**config.mk**
```make
export PLATFORM = sky130hd
export DESIGN_NAME = frame_buffer_painter
export DESIGN_NICKNAME = d
export VERILOG_FILES = /design/src/rtl/frame_buffer_pkg.sv /design/src/rtl/frame_buffer_scan.sv /design/src/rtl/frame_buffer_painter.sv
export SDC_FILE = /design/constraint.sdc
export NUM_CORES = 1
export LEC_CHECK = 0
export BUFFER_PORTS_ARGS = -buffer_cell sky130_fd_sc_hd__buf_2
export CORE_MARGIN = 2
export CORE_UTILIZATION = 43
export DETAILED_ROUTE_END_ITERATION = 10
export PLACE_DENSITY_LB_ADDON = 0.3
export SLEW_MARGIN = 20
export SYNTH_ARGS = -nofsm -noshare
export SYNTH_HDL_FRONTEND = slang
export SYNTH_SLANG_ARGS = --single-unit
```
**constraint.sdc**
```tcl
create_clock -name clk -period 4.6 [get_ports clk]
set_clock_uncertainty 0.15 [all_clocks]
set_input_delay 0.46 -clock clk [delete_from_list [all_inputs] [get_ports clk]]
set_output_delay 0.46 -clock clk [all_outputs]
set_load 0.01 [all_outputs]
```
**src/rtl/frame_buffer_pkg.sv**
```systemverilog
// Shared types and helpers for the frame-buffer painter and its scanner.
//   draw_mode_t : draw command selector (FILL, CHECKER, RECT)
//   state_t     : painter FSM states
//   addr_width  : frame-buffer address width for an H x V frame; the
//                 frame buffer and display modules size their ports with it too
package frame_buffer_pkg;

    typedef enum logic [1:0] {
        FILL    = 2'd0,
        CHECKER = 2'd1,
        RECT    = 2'd2
    } draw_mode_t;

    typedef enum logic [1:0] {
        IDLE   = 2'd0,
        DRAW   = 2'd1,
        FINISH = 2'd2
    } state_t;

    function automatic int addr_width(input int h, input int v);
        return $clog2(h * v);
    endfunction

endpackage

```
**src/rtl/frame_buffer_scan.sv**
```systemverilog
// Region scanner: walks a rectangular region of the frame row-major, one
// position per advance, tracking x, y and the linear pixel address.
//   clk, rst            : clock, synchronous active-high reset
//   load                : capture region bounds and start position
//   advance             : step to the next position in the region
//   x_start/x_end       : first/last column of the region
//   y_start/y_end       : first/last row of the region
//   addr_start          : linear address of (x_start, y_start), one spare MSB
//   x, y, addr          : current position
//   last                : current position is the final pixel of the region
module frame_buffer_scan
    import frame_buffer_pkg::*;
#(
    parameter int HOR = 640,
    parameter int XW  = 10,
    parameter int YW  = 9,
    parameter int AW  = 19
) (
    input  logic          clk,
    input  logic          rst,
    input  logic          load,
    input  logic          advance,
    input  logic [XW-1:0] x_start,
    input  logic [XW-1:0] x_end,
    input  logic [YW-1:0] y_start,
    input  logic [YW-1:0] y_end,
    input  logic [AW:0]   addr_start,
    output logic [XW-1:0] x,
    output logic [YW-1:0] y,
    output logic [AW-1:0] addr,
    output logic          last
);

    logic [XW-1:0] x_first_q;
    logic [XW-1:0] x_last_q;
    logic [YW-1:0] y_last_q;
    logic [AW:0]   row_step_q;
    logic [AW:0]   addr_q;

    // NOTE: region bounds carry no reset; they are only read after a load
    // has written them, so resetting them would buy nothing.
    always_ff @(posedge clk) begin
        if (load) begin
            x_first_q  <= x_start;
            x_last_q   <= x_end;
            y_last_q   <= y_end;
            // Jump from the end of one row to the start of the next.
            row_step_q <= (AW+1)'(HOR) - (AW+1)'(x_end - x_start);
        end
    end

    // NOTE: state registers use non-blocking assignments so every register
    // samples pre-edge values regardless of statement order.
    always_ff @(posedge clk) begin
        if (rst) begin
            x      <= '0;
            y      <= '0;
            addr_q <= '0;
        end else if (load) begin
            x      <= x_start;
            y      <= y_start;
            addr_q <= addr_start;
        end else if (advance) begin
            if (x == x_last_q) begin
                x      <= x_first_q;
                y      <= y + YW'(1);
                addr_q <= addr_q + row_step_q;
            end else begin
                x      <= x + XW'(1);
                addr_q <= addr_q + (AW+1)'(1);
            end
        end
    end

    assign addr = addr_q[AW-1:0];
    assign last = (x == x_last_q) && (y == y_last_q);

endmodule

```
**src/rtl/frame_buffer_painter.sv**
```systemverilog
// Frame-buffer painter: on a start command paints FILL, CHECKER or a clipped
// filled RECT into a single-port frame buffer, one pixel per ce cycle.
//   clk, rst, ce        : clock, synchronous active-high reset, clock enable
//   start               : draw request, accepted in IDLE when ce=1
//   mode, fg, bg, invert: draw operands, sampled on accept
//   rect_x/y/w/h        : RECT origin and size, sampled on accept
//   busy, done          : handshake; done pulses one cycle after the draw
//   wr_en/wr_addr/wr_data : frame buffer write port (registered)
module frame_buffer_painter
    import frame_buffer_pkg::*;
#(
    parameter int HOR_ACTIVE_PIXELS = 640,
    parameter int VER_ACTIVE_PIXELS = 480,
    parameter int PIXEL_WIDTH       = 1,
    parameter int CHECKER_LOG2      = 0
) (
    input  logic                                         clk,
    input  logic                                         rst,
    input  logic                                         ce,
    input  logic                                         start,
    input  draw_mode_t                                   mode,
    input  logic [PIXEL_WIDTH-1:0]                       fg,
    input  logic [PIXEL_WIDTH-1:0]                       bg,
    input  logic                                         invert,
    input  logic [$clog2(HOR_ACTIVE_PIXELS)-1:0]         rect_x,
    input  logic [$clog2(VER_ACTIVE_PIXELS)-1:0]         rect_y,
    input  logic [$clog2(HOR_ACTIVE_PIXELS):0]           rect_w,
    input  logic [$clog2(VER_ACTIVE_PIXELS):0]           rect_h,
    output logic                                         busy,
    output logic                                         done,
    output logic                                         wr_en,
    output logic [addr_width(HOR_ACTIVE_PIXELS, VER_ACTIVE_PIXELS)-1:0] wr_addr,
    output logic [PIXEL_WIDTH-1:0]                       wr_data
);

    localparam int XW = $clog2(HOR_ACTIVE_PIXELS);
    localparam int YW = $clog2(VER_ACTIVE_PIXELS);
    localparam int AW = addr_width(HOR_ACTIVE_PIXELS, VER_ACTIVE_PIXELS);
    // Two spare bits: rect_x + rect_w can reach nearly 3*2**XW.
    localparam int XC = XW + 2;
    localparam int YC = YW + 2;

    state_t                 state, state_next;
    logic                   busy_next, done_next, wr_en_next;
    logic [AW-1:0]          wr_addr_next;
    logic [PIXEL_WIDTH-1:0] wr_data_next;
    logic                   accept, load, advance;

    draw_mode_t             mode_q;
    logic [PIXEL_WIDTH-1:0] fg_q, bg_q;
    logic                   invert_q;

    // Clipped region, computed from the live inputs at accept time.
    logic [XC-1:0] x_sum, x_lim;
    logic [YC-1:0] y_sum, y_lim;
    logic          rect_empty, region_empty;
    logic [XW-1:0] x_start, x_end;
    logic [YW-1:0] y_start, y_end;
    logic [AW:0]   addr_start;

    assign x_sum = XC'(rect_x) + XC'(rect_w);
    assign y_sum = YC'(rect_y) + YC'(rect_h);
    assign x_lim = (x_sum > XC'(HOR_ACTIVE_PIXELS)) ? XC'(HOR_ACTIVE_PIXELS) : x_sum;
    assign y_lim = (y_sum > YC'(VER_ACTIVE_PIXELS)) ? YC'(VER_ACTIVE_PIXELS) : y_sum;
    assign rect_empty = (rect_w == '0) || (rect_h == '0)
                     || (XC'(rect_x) >= XC'(HOR_ACTIVE_PIXELS))
                     || (YC'(rect_y) >= YC'(VER_ACTIVE_PIXELS));

    always_comb begin
        if (mode == RECT) begin
            x_start      = rect_x;
            y_start      = rect_y;
            x_end        = XW'(x_lim - XC'(1));
            y_end        = YW'(y_lim - YC'(1));
            region_empty = rect_empty;
        end else begin
            x_start      = '0;
            y_start      = '0;
            x_end        = XW'(HOR_ACTIVE_PIXELS - 1);
            y_end        = YW'(VER_ACTIVE_PIXELS - 1);
            region_empty = 1'b0;
        end
    end

    // The only multiply; used once per accepted command.
    assign addr_start = (AW+1)'(y_start) * (AW+1)'(HOR_ACTIVE_PIXELS) + (AW+1)'(x_start);

    logic [XW-1:0] scan_x;
    logic [YW-1:0] scan_y;
    logic [AW-1:0] scan_addr;
    logic          scan_last;

    frame_buffer_scan #(
        .HOR (HOR_ACTIVE_PIXELS),
        .XW  (XW),
        .YW  (YW),
        .AW  (AW)
    ) u_scan (
        .clk        (clk),
        .rst        (rst),
        .load       (load),
        .advance    (advance),
        .x_start    (x_start),
        .x_end      (x_end),
        .y_start    (y_start),
        .y_end      (y_end),
        .addr_start (addr_start),
        .x          (scan_x),
        .y          (scan_y),
        .addr       (scan_addr),
        .last       (scan_last)
    );

    // Checker cell parity: bit 0 of the cell coordinates.
    logic [XW-1:0]          cell_x;
    logic [YW-1:0]          cell_y;
    logic [PIXEL_WIDTH-1:0] pixel;

    assign cell_x = scan_x >> CHECKER_LOG2;
    assign cell_y = scan_y >> CHECKER_LOG2;

    always_comb begin
        pixel = fg_q;
        if (mode_q == CHECKER) begin
            pixel = (cell_x[0] ^ cell_y[0] ^ invert_q) ? fg_q : bg_q;
        end
    end

    assign accept = ce && (state == IDLE) && start;

    always_ff @(posedge clk) begin
        if (accept) begin
            mode_q   <= mode;
            fg_q     <= fg;
            bg_q     <= bg;
            invert_q <= invert;
        end
    end

    // NOTE: every signal written here gets a default first, so no path can
    // leave one unassigned and infer a latch.
    always_comb begin
        state_next   = state;
        busy_next    = busy;
        done_next    = done;
        wr_en_next   = wr_en;
        wr_addr_next = wr_addr;
        wr_data_next = wr_data;
        load         = 1'b0;
        advance      = 1'b0;
        if (ce) begin
            done_next  = 1'b0;
            wr_en_next = 1'b0;
            case (state)
                IDLE: begin
                    if (start) begin
                        busy_next  = 1'b1;
                        load       = !region_empty;
                        state_next = region_empty ? FINISH : DRAW;
                    end
                end
                DRAW: begin
                    wr_en_next   = 1'b1;
                    wr_addr_next = scan_addr;
                    wr_data_next = pixel;
                    advance      = 1'b1;
                    if (scan_last) begin
                        state_next = FINISH;
                    end
                end
                FINISH: begin
                    done_next  = 1'b1;
                    busy_next  = 1'b0;
                    state_next = IDLE;
                end
                default: state_next = IDLE;
            endcase
        end
    end

    always_ff @(posedge clk) begin
        if (rst) begin
            state   <= IDLE;
            busy    <= 1'b0;
            done    <= 1'b0;
            wr_en   <= 1'b0;
            wr_addr <= '0;
            wr_data <= '0;
        end else begin
            state   <= state_next;
            busy    <= busy_next;
            done    <= done_next;
            wr_en   <= wr_en_next;
            wr_addr <= wr_addr_next;
            wr_data <= wr_data_next;
        end
    end

endmodule
```
=== Word level (Yosys, flattened, before mapping) ===
Cells that the tools add are included.

* Add/sub/neg operators: 11
* Order comparisons: 4
* Reductions and logical operators: 17
* Multipliers: 1
* Multiplexer cells: 29
* Bitwise operators: 2
* Equality and inequality tests: 8

{| class="wikitable"
|+ Operators with widths
! kind !! count
|-
| 10-bit 2-to-1 mux || 6
|-
| 20-bit 2-to-1 mux || 3
|-
| 9-bit 2-to-1 mux || 5
|-
| 19-bit by 10-bit adder with 20-bit output || 1
|-
| 20-bit by 1-bit adder with 20-bit output, second input constant || 1
|-
| 20-bit adder || 1
|-
| 10-bit by 20-bit subtractor with 20-bit output, first input constant || 1
|-
| 10-bit by 11-bit adder with 12-bit output || 1
|-
| 12-bit by 10-bit > comparator with 1-bit output, second input constant || 1
|-
| 9-bit by 3-bit multiplier with 12-bit output, second input constant || 1
|-
| 9-bit by 10-bit adder with 11-bit output || 1
|-
| 11-bit by 9-bit > comparator with 1-bit output, second input constant || 1
|-
| 11-bit zero test || 1
|-
| 10-bit by 10-bit subtractor with 11-bit output || 1
|-
| 10-bit by 1-bit adder with 10-bit output, second input constant || 1
|-
| 10-bit == test || 1
|-
| 10-bit greater-or-equal comparator, second input constant || 1
|-
| 10-bit zero test || 1
|-
| 1-bit 2-to-1 mux || 10
|-
| 10-bit by 1-bit subtractor with 10-bit output, second input constant || 1
|-
| 9-bit by 1-bit adder with 9-bit output, second input constant || 1
|-
| 9-bit == test || 1
|-
| 9-bit greater-or-equal comparator, second input constant || 1
|-
| 9-bit by 1-bit subtractor with 9-bit output, second input constant || 1
|-
| 14 further kinds || 28
|}

* Flip-flop bits (word level): 118
* Bits of input ports: 49
* Logic and storage cells: 89
* Output and inout port bits: 23

=== Depth between registers and ports, before layout ===
Gate-level depths: netlist of run 1.

* Depth in word-level cells: 11
* Mapped depth: 23

=== By module ===
A second synthesis of run 1 with hierarchy kept.

* Cells, all modules: 1,013
* Area total of the unflattened synthesis: 8,552.0 um2

{| class="wikitable"
|+ By module, submodules not included
! module !! cells an instance !! area each (um2) !! times used !! seq. area each (um2)
|-
| frame_buffer_scan || 566 || 5,149.9 || 1 || 1,991.9
|-
| frame_buffer_painter || 447 || 3,402.0 || 1 || 650.6
|}

=== Worst setup path after synthesis of run 1 ===
No wires, ideal clock.

* Kind: input port to flip-flop
* From: in rect_x[0]
* To: reg u_scan.row_step_q[9] (data pin)
* Setup slack: -491 ps
* Library setup time: 276 ps
* Data required time: 4,174 ps
* Data arrival time: 4,665 ps
* Stages: 21
* Cell sequence: ha_1 -> inv_1 -> fa_1 -> and2b_1 -> o22a_1 -> xor2_1 -> nor3b_2 -> a31o_1 -> a31o_4 -> nand2b_1 -> ha_1 -> and2_1 -> a31o_2 -> a22oi_2 -> ha_1 -> o21a_1 -> a2111oi_0 -> nor3_1 -> xor2_1 -> nor2_1 -> xor2_1

* Word-level cells in the longest chain between the ends: 7
* Elaborated cells on any way between the ends: 8
* Those cells by class: 4 x add/sub; 1 x order compare; 3 x mux

{| class="wikitable"
|+ RTL lines
! what !! line !! text
|-
| start, declared || frame_buffer_painter.sv:25 || <nowiki>input logic [$clog2(HOR_ACTIVE_PIXELS)-1:0] rect_x,</nowiki>
|-
| 10-bit by 11-bit adder with 12-bit output (*) || frame_buffer_painter.sv:61 || <nowiki>assign x_sum = XC'(rect_x) + XC'(rect_w);</nowiki>
|-
| 12-bit by 10-bit > comparator with 1-bit output || frame_buffer_painter.sv:63 || <nowiki>assign x_lim = (x_sum > XC'(HOR_ACTIVE_PIXELS)) ? XC'(HOR_ACTIVE_PIXELS) : x_sum;</nowiki>
|-
| 10-bit 2-to-1 mux (*) || frame_buffer_painter.sv:63 ||
|-
| 10-bit by 1-bit subtractor with 10-bit output (*) || frame_buffer_painter.sv:73 || <nowiki>x_end = XW'(x_lim - XC'(1));</nowiki>
|-
| 10-bit 2-to-1 mux (*) || frame_buffer_painter.sv:70 || <nowiki>if (mode == RECT) begin</nowiki>
|-
| net u_scan.x_end[4] || frame_buffer_scan.sv:24 || <nowiki>input logic [XW-1:0] x_end,</nowiki>
|-
| 10-bit by 10-bit subtractor with 11-bit output (*) || frame_buffer_scan.sv:48 || <nowiki>row_step_q <= (AW+1)'(HOR) - (AW+1)'(x_end - x_start);</nowiki>
|-
| 10-bit by 20-bit subtractor with 20-bit output (*) || frame_buffer_scan.sv:48 ||
|-
| end signal, assigned || frame_buffer_scan.sv:48 ||
|-
| end, declared || frame_buffer_scan.sv:37 || <nowiki>logic [AW:0] row_step_q;</nowiki>
|}

Mark *: on every way through the listed nets, which the timed path passes. The rest lies on a longest branch.
A chain may end at the register's enable or synchronous reset.

=== Worst setup path in the final report of run 1 ===
* From: in rect_w[0]
* To: reg u_scan.row_step_q[10] (data pin)

* Word-level cells in the longest chain between the ends: 7

{| class="wikitable"
|+ RTL lines
! what !! line !! text
|-
| start, declared || frame_buffer_painter.sv:27 || <nowiki>input logic [$clog2(HOR_ACTIVE_PIXELS):0] rect_w,</nowiki>
|-
| 10-bit by 11-bit adder with 12-bit output (*) || frame_buffer_painter.sv:61 ||
|-
| 12-bit by 10-bit > comparator with 1-bit output || frame_buffer_painter.sv:63 ||
|-
| 10-bit 2-to-1 mux (*) || frame_buffer_painter.sv:63 ||
|-
| 10-bit by 1-bit subtractor with 10-bit output (*) || frame_buffer_painter.sv:73 ||
|-
| 10-bit 2-to-1 mux (*) || frame_buffer_painter.sv:70 ||
|-
| net u_scan.x_end[2] || frame_buffer_scan.sv:24 ||
|-
| 10-bit by 10-bit subtractor with 11-bit output (*) || frame_buffer_scan.sv:48 ||
|-
| 10-bit by 20-bit subtractor with 20-bit output (*) || frame_buffer_scan.sv:48 ||
|}

Marked as above.

==> results of run 1 <==
[state kept, by name, summed over array words and instances (netlist names), 2 cells and up]
signal / cells
mode_q: 2
u_scan.x_last_q: 10
u_scan.row_step_q: 19
u_scan.y_last_q: 9
u_scan.x: 10
u_scan.x_first_q: 10
wr_addr: 19
u_scan.addr_q: 19
u_scan.y: 9
state: 2
[final timing paths]
kind              slack, ns                startpoint                              end
setup / recovery      -0.08                 rect_w[0]  u_scan.row_step_q[10]$_DFFE_PP_
hold reg to reg        0.30  wr_addr[17]$_SDFFE_PP0P_         wr_addr[17]$_SDFFE_PP0P_
hold / removal         0.06                        bg                   bg_q$_DFFE_PP_
setup reg to reg       0.87  u_scan.x[6]$_SDFFE_PP0P_   u_scan.addr_q[12]$_SDFFE_PP0P_
[synth_stat cells, drive strengths merged, types with 7 or more instances]
cell    instances
dfxtp          63
nor2           91
xnor2          50
nand4          13
and3           13
nor2b           8
nand3          16
o21ai          37
nor3           22
a211oi         29
and2           30
a21o           11
o22ai          11
nand2         103
edfxtp         53
inv            35
clkbuf         23
nor4            8
nor3b           8
xor2           45
buf             9
nand2b         10
a21oi          93
ha             69
o21a            9
or3             7
[through the flow]
step	TNS [ns]	std cells
CTS	0	1321
floorplan	-0.589	942
finish	-0.129	1327
detailed placement	-5.86	1287
global route	-1.98	1327
global placement	-4.00	1287
[power groups by stage]
| stage | clock [µW] | sequential [µW] | combinational [µW] |
|---|---|---|---|
| 6_report | 1410 | 1190 | 776 |
| 3_3_place_gp | 0 | 1210 | 686 |
| 3_5_place_dp | 0 | 1210 | 701 |
| 5_1_grt | 1480 | 1190 | 856 |
| 4_1_cts | 1430 | 1190 | 725 |
| 2_1_floorplan | 0 | 1200 | 468 |
[final cells by class]
| type | count | area [µm²] |
|---|---|---|
| timing repair buffer | 151 | 976 |
| tap | 234 | 293 |
| sequential | 116 | 2850 |
| fill | 1684 | 8380 |
| multi-input combinational | 759 | 5430 |
| inverter | 35 | 131 |
| clock buffer | 23 | 532 |
| clock inverter | 9 | 111 |
[cells by family (layout without fill, tap and decap cells)]
family / after synthesis / in the layout / share of synthesized area, %
mux: 6 / 6 / 0.730
simple gates: 342 / 342 / 20.1
buf+inv: 67 / 218 / 3.12
fa+ha+maj: 75 / 75 / 12.0
compound gates: 241 / 241 / 19.2
xor+xnor: 95 / 95 / 10.2
flops: 116 / 116 / 34.7
[per-layer routing]
layer	GRT usage (%)	part of all wire (%)	routed length, µm
met3	2.62	4.2	873
met4	6.77	1.8	376
met5	0	0	0
met1	28.4	46	9670
met2	36.3	48	9940
[critical path, delay by kind of cell]
| kind | cells | cell delay (ns) |
|---|---|---|
| AND/OR/NAND/NOR | 3 | 0.49 |
| buffers and inverters | 3 | 0.27 |
| XOR/XNOR | 1 | 0.17 |
| adder cells (fa/ha/maj) | 4 | 0.95 |
| AO/OA/AOI/OAI | 12 | 2.38 |
[timing repair]
action | in CTS | in global routing
setup buffers | 2 | 7
setup endpoints to repair | 10 | 14
pin swaps | 12 | 36
resized for setup | 9 | 33
gates cloned | 0 | 0
==> results.json, run 1 <==
{
  "power_frac_comb_pct": 23.0,
  "initial_core_util_pct": 44.0,
  "synth.largest_area_cell": "edfxtp_1",
  "p_sw_share_pct": 28.0,
  "layout_setup_ws_ns": -0.0786,
  "clock_path_buffers": 2,
  "async_reset_ff_share_pct": 0,
  "place.gp.congestion": 0.865,
  "die_height_um": 142,
  "clkSinkCount": 116,
  "htreeDepth": 4,
  "hold_buffers": 0,
  "first_global_vias": 7026,
  "yosysTopAreaCellShare_pct": 19.4,
  "layout_min_cycle_time_ns": 4.68,
  "ys_seq_area_share_pct": 34.7,
  "wl_per_cell_um": 15.7,
  "dpl.hpwl_um": 15500,
  "worstSetupPathType": "input pin to flop",
  "drt_iter0_drc": 492,
  "globalRouteTotalUtil_pct": 21.3,
  "tritoncts": "built",
  "seqPwrFrac_pct": 35.2,
  "crit_chain": "buf_8 > ha_4 > inv_2 > fa_2 > and2b_1 > o211ai_1 > a21bo_1 > a21o_1 > a31o_1 > a31o_4 > nand2b_1 > ha_2 > and3_4 > o21ai_4 > ha_4 > o21a_1 > o31a_1 > o31ai_4 > a21oi_2 > buf_4 > o311ai_4 > o21ai_4 > xor2_1",
  "vias": 7290,
  "grt_overflow": 0,
  "antenna_found_initial": 0,
  "yosysWarnings": 0,
  "clkPwrFrac_pct": 41.9,
  "slowest_delay_ns": 0.37,
  "syn_area_per_cell_um2": 8.73,
  "first_pass_iters": 5,
  "synth_edf_count": 53,
  "intPower_uw": 2430,
  "min_path_cells": 1,
  "synth-main-ff-cell": "dfxtp_1",
  "worst_ep_required_time_ns": 4.61,
  "violations": "negative setup slack",
  "insertion_delay_ns": 0.43,
  "ys_ff_latch": 116,
  "vias_per_cell": 5.49,
  "critPathArrivalTime_ns": 4.69,
  "fmax_mhz": 214,
  "ir_drop_mv": 0.239,
  "worst_pin_slew_ns": 0.775,
  "row_count": 50,
  "drc": 0,
  "synth_area_um2": 8220,
  "start_kind": "input pin",
  "hold_viol_final": 0,
  "max-slew-margin-rel_pct": 48.3,
  "grt_pass1_wl_um": 34500,
  "antenna_left": 0,
  "syn-instance-count": 942,
  "final_core_util_pct": 55.2,
  "core_area_um2": 18700,
  "ys_types": 74,
  "synth_area_leaders": "edfxtp_1, dfxtp_1, ha_1, a21oi_1, xnor2_1",
  "timing.hold.ws_ns": 0.0616,
  "pre_cts_slack_ns": -0.530,
  "cts-root-buf": "clkbuf_16",
  "critical_path.max_fanout": 5,
  "grt_max_degree": 56,
  "drive_gt1_share_pct": 22.3,
  "dieWidth_um": 142,
  "total_power_uw": 3380,
  "final_nets": 1204,
  "final_area_um2": 10300,
  "placed_area_um2": 9400,
  "synthesis.nets": 1066,
  "status": "complete, but fails checks",
  "portBuffers": 71,
  "wl_um": 20900,
  "rsz0062_at_grt": "true",
  "power_density_nw_per_um2": 327,
  "endpoint_kind": "flop",
  "leakagePower_uw": 0.00420,
  "fin_crit_sh_pct": 102,
  "switchingPower_uw": 944,
  "numCtsBuffers": 17,
  "final_cell_mix": "nand2_1, nor2_1, a21oi_1, buf_4, buf_2",
  "mostFrequentLayoutCell": "nand2_1",
  "finalSetupViolations": 4,
  "crit_slowest_cell": "o311ai_4",
  "drv_slew": 0,
  "pin_count": 72,
  "worstRegToRegCells": 16,
  "antenna_cells": 0,
  "maxCapViolCount": 0,
  "die-area_um2": 20200,
  "syn2layout_area_growth_pct": 25.6,
  "clkTransAtPathRegs_ns": 0.06,
  "min_path_type": "input pin to flop"
}
Power figures use the tool's default switching activity.
==> run 2, diff against run 1 <==
Settings changed: ABC_AREA set to 1, PLACE_DENSITY_LB_ADDON 0.3 to 0.1.
==> results.json, run 2 <==
{
  "drive_gt1_share_pct": 16.0,
  "max-slew-margin-rel_pct": 27.6,
  "place.gp.congestion": 0.904,
  "wl_met2_um": 11200,
  "min_path_type": "input pin to flop",
  "tritoncts": "built",
  "fillers": 2036,
  "syn-instance-count": 1228,
  "drv_slew": 0,
  "synth-main-ff-cell": "dfxtp_1",
  "dpl.hpwl_um": 18300,
  "seqPwrFrac_pct": 36.6,
  "final_nets": 1477,
  "pre_cts_slack_ns": -0.236,
  "syn_area_per_cell_um2": 7.16,
  "clkTransAtPathRegs_ns": 0.06,
  "clock_path_buffers": 2,
  "dieWidth_um": 147,
  "crit_slowest_cell": "fa_2",
  "total_power_uw": 3300,
  "fin_setup_tns_ns": 0,
  "die-area_um2": 21600,
  "synth_area_leaders": "edfxtp_1, dfxtp_1, nand2_1, ha_1, inv_1",
  "synth_edf_count": 53,
  "syn2layout_area_growth_pct": 19.4,
  "start_kind": "input pin",
  "critPathArrivalTime_ns": 4.31,
  "switchingPower_uw": 1040,
  "vias_per_cell": 5.11,
  "initial_core_util_pct": 43.6,
  "power_frac_comb_pct": 26.3,
  "mostFrequentLayoutCell": "nand2_1",
  "synth_area_um2": 8790,
  "largestRegisters": "u_scan.addr_q x19, u_scan.row_step_q x19, wr_addr x19",
  "htreeDepth": 4,
  "vias": 8367,
  "drt_iter0_drc": 408,
  "drc": 0,
  "synth_most_common_cell": "nand2_1",
  "layout_setup_ws_ns": 0.311,
  "ir_drop_mv": 0.275,
  "wl_um": 23700,
  "route.top_layer_used": "met4",
  "maxCapViolCount": 0,
  "ys_seq_area_share_pct": 32.4,
  "fmax_mhz": 233,
  "row_count": 52,
  "slowest_delay_ns": 0.37,
  "worst_ep_required_time_ns": 4.62,
  "globalRouteTotalUtil_pct": 22.6,
  "grt_pass1_wl_um": 39200,
  "insertion_delay_ns": 0.41,
  "numCtsBuffers": 17,
  "hold_buffers": 0,
  "grt_max_degree": 42,
  "first_global_vias": 7899,
  "cts-root-buf": "clkbuf_16",
  "async_reset_ff_share_pct": 0,
  "ys_top_cells_by_count": "nand2_1, inv_1, nor2_1",
  "antenna_found_initial": 0,
  "first_pass_iters": 7,
  "clkSinkCount": 116,
  "yosysTopAreaCellShare_pct": 18.1,
  "die_height_um": 147,
  "wl_per_cell_um": 14.5,
  "yosysWarnings": 0,
  "worst_pin_slew_ns": 1.08,
  "worstSetupPathType": "input pin to flop",
  "p_sw_share_pct": 31.6,
  "hold_viol_final": 0,
  "antenna_cells": 0,
  "status": "complete, no violations",
  "fin_crit_sh_pct": 93.2,
  "final_cell_mix": "nand2_1, inv_1, nor2_1, a21oi_1, buf_2",
  "finalSetupViolations": 0,
  "layout_min_cycle_time_ns": 4.29,
  "grt_overflow": 0,
  "synth.largest_area_cell": "edfxtp_1",
  "wl_met1_um": 11200,
  "antenna_left": 0,
  "wl_met3_um": 922,
  "power_density_nw_per_um2": 314,
  "synthesis.nets": 1352,
  "critical_path.max_fanout": 3,
  "intPower_uw": 2260,
  "leakagePower_uw": 0.00486,
  "ys_ff_latch": 116,
  "clkPwrFrac_pct": 37.0,
  "endpoint_kind": "flop",
  "ys_types": 47,
  "core_area_um2": 20200,
  "pin_count": 72,
  "timing.hold.ws_ns": 0.0777,
  "final_core_util_pct": 52.0,
  "portBuffers": 71
}
==> run 2: cell count changes in the layout (fill, tap and decap cells not counted), sizes merged, moves of 11 or more <==
cell | before | now
nand3 | 16 | 72
nand2 | 103 | 290
o21ai | 37 | 74
a211oi | 29 | 3
buf | 151 | 133
a31oi | 4 | 17
xnor2 | 50 | 29
and3 | 13 | 0
inv | 37 | 178
and2 | 30 | 0
nor2 | 91 | 120
nor3 | 22 | 11
==> run 2: routing by layer <==
metal	up-vias	track usage, %
met1	3833	30.4
met3	25	3.20
met4	0	6.15
met2	172	38.1
li1	4337	-
met5	-	0
==> run 2: final cells by class <==
class / count / area [µm²] / area share [%]
clock inverters: 11 / 72.6 / 0.691
inverters: 177 / 664 / 6.33
multi-input cells: 908 / 5270 / 50.2
flip-flops and latches: 116 / 2850 / 27.2
repair buffers: 133 / 825 / 7.85
well taps: 270 / 338 / 3.22
clock buffers: 21 / 475 / 4.53
==> run 2: through the flow <==
stage               area (µm²)  std cells
global placement          9800       1599
CTS                      10300       1631
floorplan                 8790       1228
finish                   10500       1636
detailed placement        9800       1599
global route             10500       1636
==> run 2: path summary, 6_finish.rpt <==
kind                                 start  cells past startpoint  slack, ns                             end
setup reg to reg  u_scan.x[0]$_SDFFE_PP0P_                     22       1.01  u_scan.addr_q[16]$_SDFFE_PP0P_
hold / removal                          fg                      1       0.08                  fg_q$_DFFE_PP_
hold reg to reg   wr_addr[16]$_SDFFE_PP0P_                      2       0.31        wr_addr[16]$_SDFFE_PP0P_
setup / recovery                 rect_x[0]                     28       0.31  u_scan.row_step_q[9]$_DFFE_PP_
==> run 2: kinds of logic after synthesis <==
logic type | count (synthesis) | synth area share (%)
adder cells (fa/ha/maj) | 75 | 11.2
AO/OA/AOI/OAI | 233 | 15.2
buffers and inverters | 204 | 8.85
AND/OR/NAND/NOR | 534 | 25.7
XOR/XNOR | 66 | 6.57
flip-flops | 116 | 32.4
==> run 2: power by group through the flow <==
stage | Clock [µW] | Combinational, µW | Sequential, µW
floorplan | 0 | 555 | 1220
global placement | 0 | 821 | 1230
detailed placement | 0 | 829 | 1230
CTS | 1250 | 833 | 1210
global route | 1300 | 986 | 1210
finish | 1220 | 868 | 1210
==> run 2: what timing repair did <==
action	CTS	global route
gates resized for setup	0	31
setup endpoints to repair	0	13
buffers inserted	0	5
==> run 2: critical path, delay by kind of cell <==
family,cells,cell delay [ns]
and+or+nand+nor,13,1.41
adders and majority gates,4,1.09
buffers and inverters,6,0.60
xor gates and xnor gates,3,0.45
AOI/OAI and AO/OA,2,0.29
